**src/rtl/hvac_zone_scheduler.sv**
```systemverilog
// Round-robin heat/cool plant scheduler with hysteresis and min on/off timing.
// Optional run-length fairness limit: define HVAC_MAX_RUN_EN.
module hvac_zone_scheduler #(
  parameter int NZONES  = 4,
  parameter int TW      = 12,
  parameter int HYST    = 32,
  parameter int MIN_ON  = 8,
  parameter int MIN_OFF = 4,
  parameter int MAX_RUN = 64
) (
  input  logic                 clk,
  input  logic                 reset,
  input  logic [NZONES-1:0]    zone_en,
  input  logic [NZONES*TW-1:0] setpoint,
  input  logic [NZONES*TW-1:0] temp,
  output logic                 heat,
  output logic                 cool,
  output logic                 idle,
  output logic [NZONES-1:0]    zone_grant,
  output logic [1:0]           state_o
);

  localparam int IW   = (NZONES > 1) ? $clog2(NZONES) : 1;
  localparam int RMAX = (MAX_RUN > MIN_ON) ? MAX_RUN : MIN_ON;
  localparam int RW   = $clog2(RMAX + 1);
  localparam int OW   = $clog2(MIN_OFF + 1);
  localparam int EW   = TW + 2;

  localparam logic signed [EW-1:0] HY = EW'(HYST);
  localparam logic [RW-1:0] RUN_SAT = '1;

  typedef enum logic [1:0] {
    S_IDLE = 2'b00,
    S_HEAT = 2'b01,
    S_COOL = 2'b10,
    S_LOCK = 2'b11
  } state_e;

  logic [NZONES-1:0] heat_req;
  logic [NZONES-1:0] cool_req;
  logic [NZONES-1:0] heat_tgt;
  logic [NZONES-1:0] cool_tgt;
  logic [NZONES-1:0] any_req;

  // Widened by two bits so setpoint +/- band never wraps
  for (genvar g = 0; g < NZONES; g++) begin : g_dem
    logic signed [EW-1:0] sp_x;
    logic signed [EW-1:0] t_x;
    assign sp_x = {{2{setpoint[g*TW+TW-1]}},
                   setpoint[g*TW +: TW]};
    assign t_x  = {{2{temp[g*TW+TW-1]}},
                   temp[g*TW +: TW]};
    assign heat_req[g] = zone_en[g] & (t_x < (sp_x - HY));
    assign cool_req[g] = zone_en[g] & (t_x > (sp_x + HY));
    assign heat_tgt[g] = (t_x >= sp_x);
    assign cool_tgt[g] = (t_x <= sp_x);
  end

  assign any_req = heat_req | cool_req;

  state_e            state_q, state_d;
  logic [IW-1:0]     zone_q, zone_d;
  logic [IW-1:0]     ptr_q, ptr_d;
  logic [RW-1:0]     run_q, run_d;
  logic [OW-1:0]     off_q, off_d;
  logic [NZONES-1:0] grant_q, grant_d;

  logic          found;
  logic [IW-1:0] win_idx;
  logic [IW-1:0] cand;

  // Scan from the pointer; lowest offset wins
  always_comb begin
    found   = 1'b0;
    win_idx = '0;
    cand    = '0;
    for (int k = NZONES - 1; k >= 0; k--) begin
      cand = IW'((int'(ptr_q) + k) % NZONES);
      if (any_req[cand]) begin
        found   = 1'b1;
        win_idx = cand;
      end
    end
  end

  logic served_en;
  logic served_done;
  logic min_on_met;
  logic max_hit;

  assign served_en   = zone_en[zone_q];
  assign served_done = (state_q == S_HEAT) ? heat_tgt[zone_q]
                                           : cool_tgt[zone_q];
  assign min_on_met  = (run_q >= RW'(MIN_ON - 1));

`ifdef HVAC_MAX_RUN_EN
  logic other_req;
  assign other_req = |(any_req & ~grant_q);
  assign max_hit   = (run_q >= RW'(MAX_RUN - 1)) & other_req;
`else
  assign max_hit   = 1'b0;
`endif

  always_comb begin
    state_d = state_q;
    zone_d  = zone_q;
    ptr_d   = ptr_q;
    run_d   = run_q;
    off_d   = off_q;
    grant_d = grant_q;
    unique case (state_q)
      S_IDLE: begin
        if (found) begin
          state_d = heat_req[win_idx] ? S_HEAT : S_COOL;
          zone_d  = win_idx;
          run_d   = '0;
          grant_d = NZONES'(1) << win_idx;
        end
      end
      S_HEAT, S_COOL: begin
        if (!served_en || (min_on_met && served_done) || max_hit) begin
          state_d = S_LOCK;
          off_d   = '0;
          grant_d = '0;
          ptr_d   = (zone_q == IW'(NZONES - 1)) ? '0 : zone_q + 1'b1;
        end else if (run_q != RUN_SAT) begin
          run_d = run_q + 1'b1;
        end
      end
      S_LOCK: begin
        if (off_q >= OW'(MIN_OFF - 1)) begin
          state_d = S_IDLE;
        end else begin
          off_d = off_q + 1'b1;
        end
      end
      default: begin
        state_d = S_IDLE;
        grant_d = '0;
      end
    endcase
  end

  always_ff @(posedge clk or negedge reset) begin
    if (!reset) begin
      state_q <= S_IDLE;
      zone_q  <= '0;
      ptr_q   <= '0;
      run_q   <= '0;
      off_q   <= '0;
      grant_q <= '0;
    end else begin
      state_q <= state_d;
      zone_q  <= zone_d;
      ptr_q   <= ptr_d;
      run_q   <= run_d;
      off_q   <= off_d;
      grant_q <= grant_d;
    end
  end

  assign heat       = (state_q == S_HEAT);
  assign cool       = (state_q == S_COOL);
  assign idle       = ~(heat | cool);
  assign zone_grant = grant_q;
  assign state_o    = state_q;

endmodule

```
**config.mk**
```make
export PLATFORM = sky130hd
export DESIGN_NAME = hvac_zone_scheduler
export DESIGN_NICKNAME = d
export VERILOG_FILES = /design/src/rtl/hvac_zone_scheduler.sv
export SDC_FILE = /design/constraint.sdc
export NUM_CORES = 1
export LEC_CHECK = 0
export BUFFER_PORTS_ARGS = -buffer_cell sky130_fd_sc_hd__buf_4
export CAP_MARGIN = 40
export CELL_PAD_IN_SITES_DETAIL_PLACEMENT = 1
export CELL_PAD_IN_SITES_GLOBAL_PLACEMENT = 1
export CORE_MARGIN = 2
export CORE_UTILIZATION = 37
export CTS_CLUSTER_SIZE = 24
export DETAILED_ROUTE_END_ITERATION = 16
export HOLD_SLACK_MARGIN = 0.08
export PLACE_DENSITY_LB_ADDON = 0.1
export SLEW_MARGIN = 15
export SYNTH_ARGS = -nofsm -noshare
export SYNTH_HDL_FRONTEND = slang
export SYNTH_SLANG_ARGS = --single-unit
```
**constraint.sdc**
```tcl
create_clock -name clk -period 2.4 [get_ports clk]
set_input_delay 0.36 -clock clk [delete_from_list [all_inputs] [get_ports clk]]
set_output_delay 0.36 -clock clk [all_outputs]
set_load 0.1 [all_outputs]
```
# Word level (Yosys, flattened, before mapping)
# Index checks and enable logic that the tools add are counted.
# W data, S select, Z words.
# totals
reg_bits,20
output_inout_bits,9
inputBits,102
# classes
order_cmp,24
reduce_logical,13
eq_ne,11
shifts,1
add_sub_neg,14
bitwise,11
n_mux,41
# op_table
op,count
$add A12 B7 Y13 const B,4
$gt A12 B13 Y1,4
$lt A12 B13 Y1,4
$sub A12 B7 Y13 const B,4
$ge A12 B12 Y1,4
$le A12 B12 Y1,4
$mux W7,3
$lt A2 B3 Y1 const B,6
$mux W2,9
$bmux W1 S2,8
$pmux W7 S2,1
$mux W1,13
$ne A2 B2 Y1 const B,6
$reduce_and A3 Y1,3
$and A1 B1 Y1,8
$mux W4,2
$pmux W4 S2,1
$add A7 B1 Y7 const B,1
$ge A7 B3 Y1 const B,1
$ne A7 B7 Y1 const B,1
$eq A2 B2 Y1 const B,3
$mux W3,2
$pmux W2 S3,1
$pmux W3 S2,1
other kinds (17),21

# Depth between registers and ports, before layout
# depth
ltp_word,15
depth_mapped,16
ltp_nobuf,16

# Worst setup path before layout
# OpenSTA, ideal clock, no wires.
# synth_timing
kind,input to register
startpoint,input port setpoint[43]
endpoint,register state_q[1] (netlist: state_o[1])
arrival_time_ns,3.372
cell_stages,15
slack_ns,-1.092
path_buffers,1
t_required_ns,2.280
path_cell_list,clkbuf_1 > inv_1 > nor3_1 > nand3_1 > xnor2_1 > ha_1 > a21o_1 > a21oi_1 > nor2b_1 > a2111oi_0 > a211oi_1 > a211oi_4 > a32oi_4 > o311a_1 > a31o_1
# synth_between
elab_chain_len,15
# synth_lines
element,line,rtl
from (decl),14,"input logic [NZONES*TW-1:0] setpoint,"
$sub A12 B7 Y13 / $add A12 B7 Y13 (equally long branches),"53, 54",
$lt A12 B13 Y1 / $gt A12 B13 Y1 (equally long branches),"53, 54",
$and A1 B1 Y1 (on tied branches),"53, 54",
$or A4 B4 Y4,59,assign any_req = heat_req | cool_req;
$bmux W1 S2,79,if (any_req[cand]) begin
$mux W1 (implied by the code),79,
$mux W2 (4 in a row),79,
$bmux W1 S2,114,state_d = heat_req[win_idx] ? S_HEAT : S_COOL;
$mux W1 (implied by the code),114,
$mux W2,114,
$mux W2,113,if (found) begin
$pmux W2 S3,111,unique case (state_q)
to (signal assigned),153,state_q <= state_d;
to (decl),61,"state_e state_q, state_d;"
# Parallel ways exist; a longest one is shown, timed or not. The select of a mux whose other input is x is not followed.
# A chain may end at the register's enable or synchronous reset.

# Worst setup path after layout
# layout_timing
startpoint,input port setpoint[5]
endpoint,register run_q[2]
# layout_between
elab_chain_len,12
# layout_lines
element,line,rtl
$sub A12 B7 Y13 / $add A12 B7 Y13 (equally long branches),"53, 54",
$lt A12 B13 Y1 / $gt A12 B13 Y1 (equally long branches),"53, 54",
$and A1 B1 Y1 (on tied branches),"53, 54",
$or A4 B4 Y4,59,
$bmux W1 S2,79,
$mux W1 (implied by the code),79,
$mux W1 (4 in a row),79,
$ne A2 B2 Y1 (no line),n/a,
$reduce_and A4 Y1 (no line) (*),n/a,
to (signal assigned),156,run_q <= run_d;
to (decl),64,"logic [RW-1:0] run_q, run_d;"
# Every way passes the cells marked *; elsewhere a longest branch is shown, timed or not. The select of a mux whose other input is x is not followed.

==> report_table.html <==
<table>
<tr><th>Metric</th><th>Value</th></tr>
<tr><th colspan="2">Synthesis</th></tr>
<tr><td>Biggest area contributors in the synthesized netlist</td><td>sky130_fd_sc_hd__ha_1 (31%), sky130_fd_sc_hd__dfrtp_1 (9.9%), sky130_fd_sc_hd__xnor2_1 (6.2%), sky130_fd_sc_hd__inv_1 (5.8%), sky130_fd_sc_hd__a21oi_1 (5.2%)</td></tr>
<tr><td>Cell type with the highest aggregate area in the netlist</td><td>sky130_fd_sc_hd__ha_1</td></tr>
<tr><td>Synthesized area per cell</td><td>7.91 um^2</td></tr>
<tr><td>Cells after Synth</td><td>639</td></tr>
<tr><td>Share of flip-flops with an asynchronous set or reset after synthesis</td><td>100%</td></tr>
<tr><td>Post-synth design cell area</td><td>5060 um^2</td></tr>
<tr><td>Syn nets</td><td>866</td></tr>
<tr><td>YS warnings</td><td>0</td></tr>
<tr><td>Number of unique standard cell types used by synthesis</td><td>73</td></tr>
<tr><td>Ys flop type</td><td>sky130_fd_sc_hd__dfrtp_1</td></tr>
<tr><td>Top cell type's share of synthesized area</td><td>30.9%</td></tr>
<tr><td>Sequential area share after synthesis</td><td>9.90%</td></tr>
<tr><td>Number of synthesized flops with an enable pin</td><td>0</td></tr>
<tr><td>Synthesized flop and latch total</td><td>20</td></tr>
<tr><th colspan="2">Routing</th></tr>
<tr><td>Total Wirelength</td><td>21400 um</td></tr>
<tr><td>Iteration count of the initial detailed-routing pass</td><td>4</td></tr>
<tr><td>DR iter-0 viols</td><td>258</td></tr>
<tr><td>DRC viols</td><td>0</td></tr>
<tr><td>Residual antenna-violating net count after detailed routing</td><td>0</td></tr>
<tr><td>Total via count after detailed routing</td><td>6195</td></tr>
<tr><td>Post-detailed-route via-to-cell ratio</td><td>5.62</td></tr>
<tr><td>Wire length per cell</td><td>19.4 um</td></tr>
<tr><th colspan="2">Timing</th></tr>
<tr><td>Transition at the pin with the smallest max-transition slack</td><td>0.436 ns</td></tr>
<tr><td>Maximum clock rate</td><td>276 MHz</td></tr>
<tr><td>Final period utilization</td><td>151%</td></tr>
<tr><td>Unrepaired setup endpoints after global routing</td><td>true</td></tr>
<tr><td>Normalized max-slew margin</td><td>71.0%</td></tr>
<tr><td>Clock period minus worst slack</td><td>3.62 ns</td></tr>
<tr><td>Final-layout worst hold slack</td><td>0.505 ns</td></tr>
<tr><td>Number of pins exceeding their max-slew limit in the final report</td><td>0</td></tr>
<tr><td>Final setup violation count</td><td>20</td></tr>
<tr><td>Maximum clock skew at final layout</td><td>0.00479 ns</td></tr>
<tr><td>Final Hold Viols</td><td>0</td></tr>
<tr><td>Setup slack after layout</td><td>-1.22 ns</td></tr>
<tr><th colspan="2">Worst setup path</th></tr>
<tr><td>Top Family by Delay on Critical Path</td><td>simple AND/OR/NAND/NOR gates</td></tr>
<tr><td>Top fanout value on the critical path</td><td>5</td></tr>
<tr><td>Launching element type of the critical path</td><td>primary input</td></tr>
<tr><td>Endpoint class of the critical path</td><td>flip-flop</td></tr>
<tr><td>Worst path arrival time</td><td>3.81 ns</td></tr>
<tr><td>Required time worst endpoint</td><td>2.59 ns</td></tr>
<tr><td>Longest individual stage delay on the worst path</td><td>0.36 ns</td></tr>
<tr><td>Cell at the slowest stage of the critical path</td><td>sky130_fd_sc_hd__nor4b_2</td></tr>
<tr><td>Critical path's most frequent cell</td><td>sky130_fd_sc_hd__buf_4</td></tr>
<tr><td>Buffers plus inverters on the worst setup path</td><td>6</td></tr>
<tr><td>CP Cell Sequence</td><td>buf_8 -&gt; inv_2 -&gt; ha_4 -&gt; nand3_2 -&gt; nor3_2 -&gt; xnor2_1 -&gt; ha_1 -&gt; nand4_1 -&gt; nor4b_2 -&gt; o21ai_1 -&gt; buf_4 -&gt; a21oi_4 -&gt; nor3_4 -&gt; buf_4 -&gt; buf_4 -&gt; a41oi_4 -&gt; buf_6 -&gt; nand2_1 -&gt; or3_1 -&gt; a21oi_2</td></tr>
<tr><td>Worst Path Class, Setup</td><td>in -&gt; reg</td></tr>
<tr><th colspan="2">Power</th></tr>
<tr><td>Seq pwr share</td><td>11.5%</td></tr>
<tr><td>P_int</td><td>2.61 mW</td></tr>
<tr><td>Power per cell area</td><td>639 nW/um^2</td></tr>
<tr><td>Relative contribution of combinational cells to total power</td><td>81.2%</td></tr>
<tr><td>Net Sw Frac</td><td>51.3%</td></tr>
<tr><td>Worst ir drop on vdd</td><td>0.000489 V</td></tr>
<tr><td>Power, Total</td><td>5.35 mW</td></tr>
<tr><td>Clock Power Share</td><td>7.4%</td></tr>
<tr><td>Power spent charging and discharging nets</td><td>2.74 mW</td></tr>
<tr><td>Leakage power total</td><td>4.10 nW</td></tr>
<tr><th colspan="2">Cells and area</th></tr>
<tr><td>Layout cell share with drive strength beyond 1</td><td>45.4%</td></tr>
<tr><td>Final design instance area without fill</td><td>8370 um^2</td></tr>
<tr><td>Antenna diode instance count</td><td>0</td></tr>
<tr><td>Area grow syn2layout</td><td>65.5%</td></tr>
<tr><td>Nets</td><td>1154</td></tr>
<tr><td>Final core utilization</td><td>62.9%</td></tr>
<tr><th colspan="2">CTS</th></tr>
<tr><td>TritonCTS clock tree</td><td>yes</td></tr>
<tr><td>Clock slew at reported path FFs</td><td>0.06 ns</td></tr>
<tr><td>Clk buf depth</td><td>2</td></tr>
<tr><td>Clock tree root driver cell</td><td>sky130_fd_sc_hd__clkbuf_16</td></tr>
<tr><td>Number of clock buffers inserted by TritonCTS</td><td>3</td></tr>
<tr><td>Maximum level of the CTS H-tree</td><td>1</td></tr>
<tr><td>CTS sink cnt</td><td>20</td></tr>
<tr><td>Clock latency at the later pin of the worst-skew pair</td><td>0.26 ns</td></tr>
<tr><th colspan="2">GRT</th></tr>
<tr><td>Pin count of the biggest net entering global routing</td><td>21</td></tr>
<tr><td>Most utilized layer in the global route result</td><td>met2</td></tr>
<tr><td>Routing usage on met3</td><td>2.30%</td></tr>
<tr><td>Met1 Usage GRT</td><td>28.7%</td></tr>
<tr><td>GR met2 Demand/Resource</td><td>51.3%</td></tr>
<tr><td>First-pass GRT wire length</td><td>31000 um</td></tr>
<tr><td>All-Layer GR Usage</td><td>25.7%</td></tr>
<tr><td>Initial antenna violation count</td><td>0</td></tr>
<tr><td>Via count of the first global-routing pass</td><td>6604</td></tr>
<tr><td>Gr ovfl total</td><td>0</td></tr>
<tr><th colspan="2">Floorplanning</th></tr>
<tr><td>Die boundary height</td><td>121 um</td></tr>
<tr><td>Initial core utilization</td><td>38.0%</td></tr>
<tr><td>Area enclosed by the die boundary</td><td>14600 um^2</td></tr>
<tr><td>Area of the core region</td><td>13300 um^2</td></tr>
<tr><td>Die X</td><td>121 um</td></tr>
<tr><td>Std cell rows</td><td>42</td></tr>
<tr><td>IO Pins</td><td>111</td></tr>
<tr><th colspan="2">Outcome</th></tr>
<tr><td>Failing checks</td><td>negative setup slack</td></tr>
<tr><td>Result of the run</td><td>finished with violations</td></tr>
<tr><th colspan="2">Place</th></tr>
<tr><td>Detail Placement HPWL</td><td>15000 um</td></tr>
<tr><td>IO buf count</td><td>110</td></tr>
<tr><td>Placed Area</td><td>7370 um^2</td></tr>
<tr><td>Routability cong.</td><td>0.873</td></tr>
<tr><td>Worst setup timing slack at the placement stage</td><td>-1.32 ns</td></tr>
<tr><th colspan="2">Flow run</th></tr>
<tr><td>Count of max-cap constraint violations</td><td>0</td></tr>
<tr><th colspan="2">Min path</th></tr>
<tr><td>Path type of the worst min-delay path</td><td>reg -&gt; reg</td></tr>
</table>
[synthesized netlist by cell type (all sizes together), types with 5 or more instances]
cell and instances:
nand4 17, nor2b 5, a21boi 5, xnor2 36, ha 125, a21o 11
mux2 5, o21ai 28, nor2 32, nand2b 11, nor3 18, dfrtp 20
nand3 28, a31oi 7, nand3b 5, a21oi 56, and4 8, o211ai 9
inv 78, and3 13, nand2 38, a211oi 7
[registers in the layout, summed over array words and instances (netlist names)]
register    flops
off_q           3
zone_q          2
zone_grant      4
state_o         2
run_q           7
ptr_q           2
[kinds of logic (layout without fill, tap and decap cells)]
logic type | Yosys count | after routing | share of synthesized area, %
AO/OA/AOI/OAI | 166 | 166 | 22.9
XOR/XNOR | 36 | 36 | 6.24
adder cells (fa/ha/maj) | 125 | 125 | 30.9
buffers and inverters | 83 | 370 | 6.19
flip-flops | 20 | 20 | 9.90
multiplexers | 10 | 10 | 2.35
AND/OR/NAND/NOR | 199 | 199 | 21.5
[layer usage]
layer,vias to the layer above,wire (um)
met5,-,0
li1,2957,-
met4,0,645
met1,3027,8350
met3,53,690
met2,158,11700
[worst reg2reg max path: cells and delay by family, from the launching register on]
family / cells / cell delay [ns]
AO/OA/AOI/OAI: 7 / 1.19
buffers and inverters: 4 / 0.56
flip-flops: 1 / 0.50
AND/OR/NAND/NOR: 1 / 0.36
[power groups by stage]
stage          clock network [mW]  registers [mW]  logic (mW)
6_report                    0.394           0.613        4.34
2_1_floorplan                   0           0.851        1.94
4_1_cts                     0.399           0.595        3.86
3_5_place_dp                    0           0.597        3.51
5_1_grt                     0.412           0.627        4.59
3_3_place_gp                    0           0.589        3.38
[metrics by stage]
step                std cells  setup TNS (ns)
floorplan                 639          -10.01
global placement         1067          -18.90
detailed placement       1067          -21.45
CTS                      1090          -14.13
global route             1102          -20.52
finish                   1102          -18.71
[cell type report]
type,count,area [um^2]
multi-input cells,536,4970
well taps,176,220
clock buffers,4,88.8
flip-flops and latches,20,508
inverters,78,312
repair buffers,288,2270
fillers,1566,4930
[worst paths after layout]
check / start / to / slack, ns / cells past startpoint
min reg2reg: zone_grant[0] / zone_grant[0] / 0.51 / 1
min in group asynchronous: reset / state_o[0] / 0.53 / 2
min: zone_grant[0] / zone_grant[0] / 0.51 / 1
max reg2reg: zone_q[0] / run_q[2] / -0.28 / 12
max: setpoint[5] / run_q[2] / -1.22 / 20
max in group asynchronous: reset / state_o[1] / 1.60 / 2
[what timing repair did]
action                                  4_1_cts  5_1_grt
pin swaps                                    55       39
hold buffers                                  1        0
endpoints found under the hold margin        20        0
resized for setup                            82       57
buffers inserted                             19       12
gates cloned                                  0        0
endpoints found under the setup margin       20       20
[layout by cell type (no fill, tap or decap), types with 7 or more instances in the layout]
master                     netlist  final
sky130_fd_sc_hd__and3_1         11      7
sky130_fd_sc_hd__a21oi_1        53     39
sky130_fd_sc_hd__buf_6           0     16
sky130_fd_sc_hd__xnor2_1        36     33
sky130_fd_sc_hd__nand2b_1       11      9
sky130_fd_sc_hd__o21ai_1         3     11
sky130_fd_sc_hd__a21oi_2         3     16
sky130_fd_sc_hd__nand3_1        28     19
sky130_fd_sc_hd__nor2_1         32     31
sky130_fd_sc_hd__o21ai_0        24     13
sky130_fd_sc_hd__o211ai_1        9      9
sky130_fd_sc_hd__nand2_1        38     35
sky130_fd_sc_hd__nand4_1        17     17
sky130_fd_sc_hd__and4_1          8      7
sky130_fd_sc_hd__ha_1          125    106
sky130_fd_sc_hd__inv_2           0      7
sky130_fd_sc_hd__ha_4            0     16
sky130_fd_sc_hd__buf_4           0    266
sky130_fd_sc_hd__a21o_1         10     10
sky130_fd_sc_hd__nand3_2         0      7
sky130_fd_sc_hd__inv_1          78     66
sky130_fd_sc_hd__dfrtp_1        20     18
Note: power is estimated with default switching activity, not from simulation.
